**src/rtl/motion_executor.sv**
```systemverilog
// Timed motor-drive sequencer: turns front/turn requests into forward steps or right turns plus settle.
// Optional emergency stop (estop input, HALT state) is enabled with `define MOTION_ESTOP_EN.
module motion_executor #(
  parameter int unsigned FWD_CYCLES    = 8,
  parameter int unsigned TURN_CYCLES   = 12,
  parameter int unsigned SETTLE_CYCLES = 2,
  parameter int unsigned CNT_W         = 8,
  parameter int unsigned STEP_W        = 16
) (
  input  logic              clk,
  input  logic              reset,
`ifdef MOTION_ESTOP_EN
  input  logic              estop,
`endif
  input  logic              front,
  input  logic              turn,
  output logic [1:0]        motor_left,
  output logic [1:0]        motor_right,
  output logic              busy,
  output logic              done,
  output logic              cmd_err,
  output logic [STEP_W-1:0] step_count
);

  localparam logic [1:0] M_STOP = 2'b00;
  localparam logic [1:0] M_FWD  = 2'b01;
  localparam logic [1:0] M_REV  = 2'b10;

  localparam logic [CNT_W-1:0] FWD_LOAD    = CNT_W'(FWD_CYCLES - 1);
  localparam logic [CNT_W-1:0] TURN_LOAD   = CNT_W'(TURN_CYCLES - 1);
  localparam logic [CNT_W-1:0] SETTLE_LOAD = CNT_W'(SETTLE_CYCLES - 1);

  typedef enum logic [2:0] {
    S_IDLE,
    S_FWD,
    S_TURN,
    S_SETTLE
`ifdef MOTION_ESTOP_EN
    , S_HALT
`endif
  } state_t;

  state_t           state;
  logic [CNT_W-1:0] cnt;

  assign busy = (state != S_IDLE);

  always_ff @(posedge clk) begin
    if (reset) begin
      state       <= S_IDLE;
      cnt         <= '0;
      motor_left  <= M_STOP;
      motor_right <= M_STOP;
      done        <= 1'b0;
      cmd_err     <= 1'b0;
      step_count  <= '0;
    end
`ifdef MOTION_ESTOP_EN
    else if (estop) begin
      state       <= S_HALT;
      cnt         <= '0;
      motor_left  <= M_STOP;
      motor_right <= M_STOP;
      done        <= 1'b0;
    end
`endif
    else begin
      done <= 1'b0;
      case (state)
        S_IDLE: begin
          // Conflicting request resolves to a turn: never drive forward into a wall.
          if (turn) begin
            state       <= S_TURN;
            cnt         <= TURN_LOAD;
            motor_left  <= M_FWD;
            motor_right <= M_REV;
            if (front) cmd_err <= 1'b1;
          end else if (front) begin
            state       <= S_FWD;
            cnt         <= FWD_LOAD;
            motor_left  <= M_FWD;
            motor_right <= M_FWD;
          end
        end
        S_FWD: begin
          if (cnt == '0) begin
            state       <= S_SETTLE;
            cnt         <= SETTLE_LOAD;
            motor_left  <= M_STOP;
            motor_right <= M_STOP;
            step_count  <= step_count + STEP_W'(1);
          end else begin
            cnt <= cnt - CNT_W'(1);
          end
        end
        S_TURN: begin
          if (cnt == '0) begin
            state       <= S_SETTLE;
            cnt         <= SETTLE_LOAD;
            motor_left  <= M_STOP;
            motor_right <= M_STOP;
          end else begin
            cnt <= cnt - CNT_W'(1);
          end
        end
        S_SETTLE: begin
          if (cnt == '0) begin
            state <= S_IDLE;
            done  <= 1'b1;
          end else begin
            cnt <= cnt - CNT_W'(1);
          end
        end
`ifdef MOTION_ESTOP_EN
        S_HALT: state <= S_IDLE;
`endif
        default: begin
          state       <= S_IDLE;
          cnt         <= '0;
          motor_left  <= M_STOP;
          motor_right <= M_STOP;
        end
      endcase
    end
  end

endmodule

```
**config.mk**
```make
export PLATFORM = sky130hd
export DESIGN_NAME = motion_executor
export DESIGN_NICKNAME = d
export VERILOG_FILES = /design/src/rtl/motion_executor.sv
export SDC_FILE = /design/constraint.sdc
export NUM_CORES = 1
export LEC_CHECK = 0
export BUFFER_PORTS_ARGS = -buffer_cell sky130_fd_sc_hd__buf_4
export CORE_ASPECT_RATIO = 1.75
export CORE_MARGIN = 2
export CORE_UTILIZATION = 55
export DETAILED_ROUTE_END_ITERATION = 10
export PLACE_DENSITY = 0.86
export SLEW_MARGIN = 20
export SYNTH_ARGS = -nofsm -noshare
export SYNTH_HDL_FRONTEND = slang
export SYNTH_SLANG_ARGS = --single-unit
```
**constraint.sdc**
```tcl
create_clock -name clk -period 4.33 [get_ports clk]
set_input_delay 0 -clock clk [delete_from_list [all_inputs] [get_ports clk]]
set_output_delay 0 -clock clk [all_outputs]
set_load 0.05 [all_outputs]
```
==> results of run 1 <==
-- critical path, cell delays in order (launching register included) --
cell and delay [ps]:
dfxtp_1 340, inv_1 90, ha_1 170, nor4b_4 480, nand4_1 460, or4_1 590
a21oi_1 150
-- area by class of cell --
type                       instances  area [sq um]
multi-input combinational        147           963
fill                             236           920
sequential                        31           621
timing repair buffer              27           208
clock buffer                       8           100
inverter                          13          48.8
tap                               28          35.0
-- registers in the layout, indices dropped and copies added, names as in the netlist --
name	cells
step_count	16
cnt	8
motor_right	2
state	2
cmd_err	1
done	1
motor_left	1
-- layout by cell type (no fill, tap or decap), types with 3 or more instances in the layout --
master / instances
dfxtp_1: 31
buf_4: 25
a21oi_1: 20
nor2_1: 17
inv_1: 13
o21ai_0: 11
o31ai_1: 9
or4_1: 8
nand2_1: 7
ha_1: 7
clkbuf_8: 7
nand3_1: 6
nand4_1: 6
or3_1: 6
nor3_1: 6
xnor2_1: 5
nor4_1: 4
and2_1: 3
nor2b_1: 3
a31oi_1: 3
-- worst max-delay path by stage --
stage	from	to	slack (ps)
floorplan	step_count[3]	step_count[14]	2250
global placement	cnt[0]	step_count[15]	2120
detailed placement	cnt[0]	step_count[15]	2000
CTS	cnt[0]	step_count[15]	2010
global route	cnt[0]	step_count[15]	1820
finish	cnt[0]	step_count[15]	1980
-- metal layers --
| layer | vias to the layer above | wire, um | GRT usage |
|---|---|---|---|
| met5 | - | 0 | 0 |
| met4 | 0 | 159 | 0.141 |
| met3 | 20 | 192 | 0.0682 |
| met2 | 56 | 2120 | 0.414 |
| met1 | 758 | 1570 | 0.256 |
| li1 | 790 | - | - |
-- report_power, final --
part | switching, uW | total (uW) | internal, uW | leakage (uW)
logic | 442 | 683 | 241 | 0.000438
registers | 63.1 | 402 | 339 | 0.000252
clock network | 105 | 250 | 145 | 0.0000515
total | 610 | 1340 | 725 | 0.000742
-- metrics by stage --
step | setup WS (ps) | std cells | cell area, sq um
after floorplan | 2250 | 200 | 1670
after global placement | 2120 | 244 | 1860
after detailed placement | 2000 | 244 | 1860
after CTS | 2010 | 254 | 1980
after global routing | 1820 | 254 | 1980
final | 1980 | 254 | 1980
-- cell families (layout without fill, tap and decap cells) --
family | after synthesis | in the layout
AOI/OAI and AO/OA | 54 | 54
muxes | 2 | 2
other | 1 | 1
buffers and inverters | 22 | 48
and+or+nand+nor | 77 | 77
DFF | 31 | 31
adders and majority gates | 7 | 7
xor gates and xnor gates | 6 | 6
-- repair_timing --
action	CTS	global route
resized for setup	0	0
hold buffers	2	0
hold endpoints to repair	2	0
==> flow_summary.json, run 1 <==
{
  "syn_to_final_growth_pct": 18.2,
  "setup_violations": 0,
  "synth-seq-cells": 31,
  "via_per_inst": 6.39,
  "ant_nets": 0,
  "gr-total-overflow": 0,
  "grt_pass1_wl_um": 6340,
  "ys_warn_count": 0,
  "status": "finished, final reports clean",
  "die_h_um": 76.9,
  "required_ps": 4540,
  "worstHoldPathCells": 2,
  "cts_buffers": 5,
  "cp-end-kind": "register",
  "htree_levels": 2,
  "grt_start_max_net_pins": 29,
  "synth_cell_type_count": 46,
  "rr_worst_depth": 6,
  "power.ir.vdd_worst_mv": 0.552,
  "synth_largest_area_cell": "dfxtp_1",
  "clockBufferDepth": 2,
  "num_rows": 26,
  "synth_top_area_share": 0.371,
  "dieArea_sq_um": 3510,
  "p_total_uw": 1340,
  "wl_per_cell_um": 15.9,
  "fin_util": 0.682,
  "syn_avg_cell_area_sq_um": 8.36,
  "drc": 0,
  "max-slew-margin-rel": 0.363,
  "first_iter_violations": 78,
  "netlist_top_cells_area": "dfxtp_1 (37%), a21oi_1 (6.0%), ha_1 (5.2%)",
  "dp_hpwl_um": 2910,
  "vias": 1624,
  "max_cap_viol_count": 0,
  "async_flop_share": 0,
  "clk_latency_ps": 280,
  "hold_viol_final": 0,
  "numClockSinks": 31,
  "crit_fanout": 11,
  "reg2reg_from": "cnt[0]",
  "hp-start": "reset",
  "yosysSeqAreaShare": 0.371,
  "hold_path.class": "in -> reg",
  "worst-slew-pin-transition_ps": 953,
  "path_class": "reg -> reg",
  "antenna_found_initial": 0,
  "clk_pin_slew_ps": 60,
  "arrival_ps": 2570,
  "postCtsSetupRepairBufs": 0,
  "synth_compound_area_frac": 0.203,
  "io_buffers": 25,
  "n_antenna_cell": 0,
  "power_density_nw_per_um2": 676,
  "yosys.area_share.simple": 0.275,
  "leakagePower_uw": 0.000742,
  "fin_crit_ps": 2350,
  "synth_common_cells": "dfxtp_1 (31), a21oi_1 (20), nor2_1 (17)",
  "setup_tns_ps": 0,
  "regToRegSetupSlack_ps": 1980,
  "period_share": 0.544,
  "first_pass_iters": 5,
  "grt_use_total": 0.246,
  "tritoncts": "done",
  "fmax_mhz": 425,
  "synth_flop_cell": "dfxtp_1",
  "drt-total-wl_um": 4040,
  "worst_hold_slack_ps": 88.2,
  "drive_gt1_frac": 0.164,
  "synth.most_common_cell": "dfxtp_1",
  "nets": 236,
  "grt_pass1_vias": 1474,
  "ios": 27,
  "maxSlewViolCount": 0,
  "hold_end": "step_count[6]",
  "gp_congestion": 0.974,
  "dieWidth_um": 45.7,
  "synth_xor_area_frac": 0.0314,
  "synth-edff-count": 0,
  "syn-cell-area_sq_um": 1670,
  "syn_inst": 200,
  "synth_top_family_by_area": "simple AND/OR/NAND/NOR gates",
  "rsz0062_at_grt": "no",
  "start_util": 0.577,
  "r2r_end": "step_count[15]",
  "synth-adder-area-share": 0.0524,
  "syn_nets": 211,
  "cts_root_buffer": "clkbuf_8",
  "synth_mux_area_frac": 0.0120,
  "cp-start-kind": "register",
  "core_area_sq_um": 2900,
  "clock-skew-final_ps": 3.57
}
Power figures use the tool's default switching activity.
==> run 2, diff against run 1 <==
CORE_UTILIZATION = 50   (was 55)
PLACE_DENSITY = 0.83   (was 0.86)
clock period = 1.9 ns   (was 4.33 ns; I/O delays follow)
==> flow_summary.json, run 2 (synthesized netlist as in run 1, its figures left out) <==
{
  "grt_pass1_vias": 1557,
  "clk_latency_ps": 280,
  "regMostFlops": "step_count",
  "hold_path.class": "in -> reg",
  "antenna_found_initial": 0,
  "via_per_inst": 5.93,
  "seqPwrFrac": 0.290,
  "cts_buffers": 5,
  "path_class": "reg -> reg",
  "grt_pass1_wl_um": 6280,
  "die_h_um": 80.5,
  "power_density_nw_per_um2": 1490,
  "hold_viol_final": 0,
  "gr-total-overflow": 0,
  "dp_hpwl_um": 2800,
  "fin_crit_ps": 1850,
  "preCtsSetupSlack_ps": -10.7,
  "hp-start": "reset",
  "cp-start-kind": "register",
  "max_cap_viol_count": 0,
  "reg_top3": "step_count: 16 flops, cnt: 8 flops",
  "pwr-share-comb": 0.547,
  "first_iter_violations": 46,
  "tritoncts": "done",
  "core_area_sq_um": 3180,
  "vias": 1642,
  "num_rows": 27,
  "largest_reg_flops": 16,
  "clock-skew-final_ps": 4.80,
  "gp_congestion": 0.852,
  "io_buffers": 25,
  "numClockSinks": 31,
  "maxSlewViolCount": 0,
  "htree_levels": 2,
  "layout_common_cells": "buf_4 (33), dfxtp_1 (25), a21oi_1 (20), nor2_1 (17)",
  "clockBufferDepth": 2,
  "final_common_cell": "buf_4",
  "arrival_ps": 2070,
  "required_ps": 2110,
  "status": "finished, final reports clean",
  "regToRegSetupSlack_ps": 50,
  "worst_hold_slack_ps": 87.4,
  "period_share": 0.976,
  "clk_pin_slew_ps": 60,
  "r2r_end": "step_count[15]",
  "n_antenna_cell": 0,
  "fin_ws_ps": 46.3,
  "dieWidth_um": 47.7,
  "grt_use_total": 0.225,
  "rr_worst_depth": 7,
  "multiInputGateArea_sq_um": 1010,
  "drt-total-wl_um": 3850,
  "drive_gt1_frac": 0.265,
  "ant_nets": 0,
  "leakagePower_uw": 0.000789,
  "syn_to_final_growth_pct": 26.0,
  "drc": 0,
  "hold_end": "step_count[5]",
  "switching_share": 0.445,
  "nets": 245,
  "ios": 27,
  "fill_cells": 304,
  "wl_per_cell_um": 13.9,
  "power.ir.vdd_worst_mv": 1.19,
  "first_pass_iters": 4,
  "p_int_uw": 1740,
  "reg2reg_from": "cnt[0]",
  "seqCellArea_sq_um": 628,
  "start_util": 0.526,
  "rsz0062_at_grt": "yes",
  "crit_fanout": 8,
  "switchingPower_uw": 1400,
  "grt_start_max_net_pins": 29,
  "cts_root_buffer": "clkbuf_8",
  "worstHoldPathCells": 2,
  "fmax_mhz": 539,
  "cp-end-kind": "register",
  "dieArea_sq_um": 3840,
  "setup_violations": 0,
  "clkPwrFrac": 0.163
}
run 2: timing repair:
action | 4_1_cts | 5_1_grt
endpoints found under the hold margin | 2 | 0
resized for setup | 2 | 12
buffers inserted | 0 | 1
pin swaps | 0 | 3
endpoints found under the setup margin | 1 | 14
hold buffers | 2 | 0
run 2: worst max-delay path by stage:
stage | start | to | slack, ps | cells past startpoint
after floorplan | step_count[7] | step_count[14] | 10 | 6
after global placement | cnt[0] | cnt[2] | 80 | 6
after detailed placement | cnt[0] | step_count[5] | -10 | 6
after CTS | cnt[0] | step_count[6] | 30 | 6
after global routing | cnt[0] | step_count[15] | -30 | 7
final | cnt[0] | step_count[15] | 50 | 7
run 2: metrics by stage:
| stage | cells | utilization | power, uW | TNS, ps | cell area (sq um) |
|---|---|---|---|---|---|
| after global routing | 277 | 0.663 | 3340 | -70.1 | 2110 |
| final | 277 | 0.663 | 3140 | 0 | 2110 |
| after floorplan | 200 | - | 2060 | 0 | 1680 |
| after detailed placement | 267 | 0.611 | 2530 | -10.7 | 1940 |
| after global placement | 267 | 0.611 | 2520 | 0 | 1940 |
| after CTS | 276 | 0.648 | 3080 | 0 | 2060 |
run 2: area by class of cell:
| cell class | count | share of cell area |
|---|---|---|
| clock buffers | 6 | 0.0392 |
| clock inverters | 1 | 0.00238 |
| inverters | 13 | 0.0232 |
| multi-input cells | 147 | 0.479 |
| flip-flops and latches | 31 | 0.298 |
| well taps | 43 | 0.0255 |
| repair buffers | 36 | 0.133 |
run 2: layer usage:
metal | track usage | vias up | wire length (um)
met5 | 0 | - | 0
met1 | 0.216 | 770 | 1480
met4 | 0.119 | 0 | 117
met2 | 0.401 | 51 | 2100
met3 | 0.0562 | 12 | 153
li1 | - | 809 | -
run 2: critical path, cell delays in order (launching register included):
cell and delay (ps):
dfxtp_2 320, inv_2 60, ha_2 170, nor4b_4 330, nand4_1 170, buf_6 160, or4_4 460, a21oi_1 120
run 2: power by group through the flow:
stage               Combinational, uW  Clock (uW)  Sequential, uW
floorplan                        1040           0            1020
global placement                 1610           0             906
detailed placement               1620           0             907
CTS                              1650         533             897
global route                     1870         546             929
finish                           1720         512             909
